==> src/rtl/sm4_cbc_stream.sv <==
// Byte-serial SM4-CBC wrapper around an external combinational SM4 core.
// Buffers one 16-byte block, transforms it in one cycle, then drains it byte by byte.
module sm4_cbc_stream (
  input  logic             clk,
  input  logic             rst_n,
  input  logic             cfg_load,
  input  logic [0:15][7:0] cfg_iv,
  input  logic             cfg_mode,
  output logic             cfg_ready,
  input  logic             in_valid,
  output logic             in_ready,
  input  logic [7:0]       in_data,
  output logic             out_valid,
  input  logic             out_ready,
  output logic [7:0]       out_data,
  output logic [0:15][7:0] core_src,
  output logic             core_mode,
  input  logic [0:15][7:0] core_dst,
  output logic             busy
);

  typedef enum logic [1:0] {StFill, StXform, StDrain} state_e;

  state_e           state_q, state_d;
  logic [3:0]       cnt_q, cnt_d;
  logic [3:0]       ocnt_q, ocnt_d;
  logic [0:15][7:0] in_buf_q, in_buf_d;
  logic [0:15][7:0] out_buf_q, out_buf_d;
  logic [0:15][7:0] chain_q, chain_d;
  logic             mode_q, mode_d;

  always_ff @(posedge clk or negedge rst_n) begin
    if (!rst_n) begin
      state_q   <= StFill;
      cnt_q     <= 4'd0;
      ocnt_q    <= 4'd0;
      in_buf_q  <= '0;
      out_buf_q <= '0;
      chain_q   <= '0;
      mode_q    <= 1'b1;
    end else begin
      state_q   <= state_d;
      cnt_q     <= cnt_d;
      ocnt_q    <= ocnt_d;
      in_buf_q  <= in_buf_d;
      out_buf_q <= out_buf_d;
      chain_q   <= chain_d;
      mode_q    <= mode_d;
    end
  end

  assign in_ready  = (state_q == StFill);
  assign out_valid = (state_q == StDrain);
  assign cfg_ready = (state_q == StFill) && (cnt_q == 4'd0);
  assign busy      = !cfg_ready;
  assign out_data  = out_buf_q[ocnt_q];
  assign core_mode = mode_q;
  // Encrypt pre-whitens with the chain; decrypt post-whitens in XFORM.
  assign core_src  = mode_q ? (in_buf_q ^ chain_q) : in_buf_q;

  always_comb begin
    state_d   = state_q;
    cnt_d     = cnt_q;
    ocnt_d    = ocnt_q;
    in_buf_d  = in_buf_q;
    out_buf_d = out_buf_q;
    chain_d   = chain_q;
    mode_d    = mode_q;

    if (cfg_load && cfg_ready) begin
      chain_d = cfg_iv;
      mode_d  = cfg_mode;
    end

    unique case (state_q)
      StFill: begin
        if (in_valid) begin
          in_buf_d[cnt_q] = in_data;
          cnt_d           = cnt_q + 4'd1;
          if (cnt_q == 4'd15) state_d = StXform;
        end
      end
      StXform: begin
        if (mode_q) begin
          out_buf_d = core_dst;
          chain_d   = core_dst;
        end else begin
          out_buf_d = core_dst ^ chain_q;
          chain_d   = in_buf_q;
        end
        state_d = StDrain;
      end
      StDrain: begin
        if (out_ready) begin
          ocnt_d = ocnt_q + 4'd1;
          if (ocnt_q == 4'd15) state_d = StFill;
        end
      end
      default: state_d = StFill;
    endcase
  end

endmodule

==> config.mk <==
export PLATFORM = sky130hd
export DESIGN_NAME = sm4_cbc_stream
export DESIGN_NICKNAME = d
export VERILOG_FILES = /design/src/rtl/sm4_cbc_stream.sv
export SDC_FILE = /design/constraint.sdc
export NUM_CORES = 1
export LEC_CHECK = 0
export ABC_AREA = 1
export CAP_MARGIN = 20
export CELL_PAD_IN_SITES_DETAIL_PLACEMENT = 1
export CELL_PAD_IN_SITES_GLOBAL_PLACEMENT = 1
export CORE_MARGIN = 2
export CORE_UTILIZATION = 39
export DETAILED_ROUTE_END_ITERATION = 8
export PLACE_DENSITY = 0.81
export SKIP_CTS_REPAIR_TIMING = 1
export SLEW_MARGIN = 20
export SYNTH_ARGS = -nofsm -noshare
export SYNTH_HDL_FRONTEND = slang
export SYNTH_SLANG_ARGS = --single-unit
export TNS_END_PERCENT = 100
==> constraint.sdc <==
create_clock -name clk -period 2.59 [get_ports clk]
set_input_delay 0.518 -clock clk [delete_from_list [all_inputs] [get_ports clk]]
set_output_delay 0.518 -clock clk [all_outputs]
set_load 0.03 [all_outputs]
==> qor.yml <==
outcome:
  status: "finished, violations left"
  violations: "setup timing"
clock_network:
  cts_buffers: 45
  cts.path.max_buffers: 3
  clkTransAtPathRegs_ps: 60
  cts_tree: "built"
  clkLatencyLatePin_ps: 590
  cts.sinks: 395
  clockRootBuffer: "clkbuf_16"
  htreeDepth: 2
job:
  drv_cap: 0
synth:
  ys_types: 29
  avgSynthCellArea_sq_um: 7.435
  synthTopCellsByArea: "dfrtp_1, nand2_1, o21ai_0"
  synth.yosys.seq_area_share_pct: 42.57
  synth_top_family_by_area: "simple AND/OR/NAND/NOR gates"
  ys_seq_elements: 395
  synth_commonest_cells: "nand2_1, dfrtp_1, o21ai_0"
  synth_warnings: 0
  synth_fa_ha_area_share_pct: 0.2694
  syn-num-nets: 3398
  mappedNetlistArea_sq_mm: 0.02322
  ys.flop_type: "dfrtp_1"
  synth_compound_area_share_pct: 15.26
  synth_xor_area_share_pct: 9.883
  synth_mux_area_share_pct: 0
  yosys.area_share.simple_pct: 23.64
  yosys.area.top_type: "dfrtp_1"
  synth-edff-count: 0
  synth_cells: 3123
  async_flop_share_pct: 100.0
  synthMostInstantiatedCell: "nand2_1"
  yosysTopAreaCellShare_pct: 42.46
place:
  dp_slack_ps: 12.34
  place_inst: 4168
  io_buffers: 410
  hpwl_um: 61570
  gp_congestion: 0.8733
  dpl_cell_area_sq_mm: 0.02803
detailed_routing:
  first_pass_iters: 5
  wl_met2_um: 52650
  vias_per_cell: 5.503
  drt-total-wl_um: 106000
  met3WireLength_um: 6241
  wl_met1_um: 42220
  vias: 24080
  drc_errors: 0
  ant_nets: 0
  wl_per_cell_um: 24.23
  initialDrtViolationCount: 1783
  top_layer_used: "met5"
critical_path:
  path_max_fanout: 7
  rr_endpoint: "out_buf_q[62]$_DFFE_PN0N_"
  crit_type: "reg -> out"
  reg2reg_depth: 11
  required_ps: 2070
  r2r_start: "core_mode$_DFFE_PN1P_"
  startpoint_type: "flip-flop"
  r2r_setup_slack_ps: 280
  arrival_ps: 2260
  crit_path_end_kind: "output pin"
pwr:
  switching_share_pct: 48.22
  internal_power_w: 0.02493
  p_comb_share_pct: 61.8
  p_seq_share_pct: 23.7
  p_leak_nw: 15.70
  peakVddDrop_v: 0.0009166
  p_per_area_mw_per_mm2: 1464
  p_sw_w: 0.02322
  totalPowerFinal_w: 0.04815
  pwr-share-clk_pct: 14.5
die:
  core_sq_mm: 0.05891
  start_util_pct: 39.42
  die_h_um: 248.0
  dieArea_sq_mm: 0.06151
  fp.dieW_um: 248.0
  ioPinCount: 411
  rows: 89
sta:
  skew_ps: 13.25
  setup_viol: 119
  min_period_over_period_pct: 107.4
  max_freq_ghz: 0.3596
  worst_pin_slew_ps: 774.2
  relSlewSlack_pct: 48.33
  finalHoldViolations: 0
  slew_viol_final: 0
  rsz0062_at_grt: "true"
  fin_crit_ps: 2781
  finalWorstSetupSlack_ps: -191.1
grt:
  antenna_found_initial: 7
  grt_pass1_wl_um: 132800
  grt_pass1_vias: 23630
  grt_usage_pct: 27.87
  grt_max_degree: 111
  gr-total-overflow: 0
layout:
  final_util_pct: 55.84
  area_growth_pct: 41.67
  layout.nets: 3845
  finalInstanceArea_sq_mm: 0.03290
  fillers: 6941
  layout-drive-gt1-share_pct: 18.02
  layout.cells.non_filler: 4376
worst_hold_path:
  min_path_type: "in -> async"
worst max path at each step:
stage	from	endpoint	slack (ps)	cells after the start
CTS	core_mode$_DFFE_PN1P_	core_src[15]	-600	4
global route	core_mode$_DFFE_PN1P_	core_src[14]	-220	7
floorplan	core_mode$_DFFE_PN1P_	core_src[108]	140	6
global placement	core_mode$_DFFE_PN1P_	core_src[15]	80	4
detailed placement	core_mode$_DFFE_PN1P_	core_src[15]	10	4
finish	core_mode$_DFFE_PN1P_	core_src[14]	-190	7
layout make-up:
type	instances	area (sq um)	area share, %
clock inverter	15	239.0	0.7265
sequential	395	9891	30.07
antenna	1	2.502	0.007607
inverter	274	1075	3.267
multi-input combinational	2251	12800	38.91
timing repair inverter	3	33.78	0.1027
timing repair buffer	600	6538	19.87
tap	773	967.2	2.940
clock buffer	64	1350	4.104
power by group through the flow:
stage / sequential (W) / clock, W / combinational (W)
2_1_floorplan: 0.0106 / 0 / 0.0145
3_5_place_dp: 0.0113 / 0 / 0.0229
3_3_place_gp: 0.0111 / 0 / 0.0224
4_1_cts: 0.0112 / 0.00703 / 0.0231
5_1_grt: 0.0117 / 0.00728 / 0.0315
6_report: 0.0114 / 0.00699 / 0.0297
critical path, cell delays in order, from the launching register on:
cell and delay (ps):
dfstp_4 660, buf_12 160, buf_16 160, buf_12 140, buf_16 160, nor2_4 40
o21bai_1 160, buf_4 180
through the flow:
stage | setup TNS [ps] | hold slack (ps)
after detailed placement | 0 | 473.2
after CTS | -53230 | -107.7
after global placement | 0 | 465.2
after global routing | -14110 | 518.2
final | -9894 | 477.2
after floorplan | 0 | 222.4
placed cells by master (no fill, tap or decap), drive strengths merged:
cell type / synthesis / routed
o21ai: 386 / 386
xor2: 134 / 134
buf: 130 / 299
o21bai: 128 / 128
clkbuf: 73 / 94
inv: 271 / 274
clkdlybuf4s50: 0 / 269
nor3: 2 / 2
bufinv: 0 / 6
ha: 5 / 5
nand3: 218 / 218
nor2: 144 / 144
nand2: 976 / 976
dlygate4sd3: 0 / 1
dfrtp: 394 / 394
a21oi: 130 / 130
clkinv: 3 / 9
diode: 0 / 1
xnor2: 128 / 128
dlymetal6s2s: 0 / 1
dfstp: 1 / 1
clkinvlp: 0 / 3
flip-flops by register name (all words and copies together) (netlist names):
register,count
core_mode,1
ocnt_q,4
out_buf_q,128
state_q,2
chain_q,128
cnt_q,4
in_buf_q,128
routing by layer:
metal	GRT usage, %	up-vias
met1	36.25	12150
met2	48.13	889
met5	0	-
met4	9.105	6
met3	3.298	286
li1	-	10750
logic make-up after synthesis:
family | after synthesis
simple gates | 1340
buf+inv | 477
flops | 395
compound gates | 644
xor+xnor | 262
fa+ha+maj | 5
No activity file was read; power rests on OpenSTA's default activity.
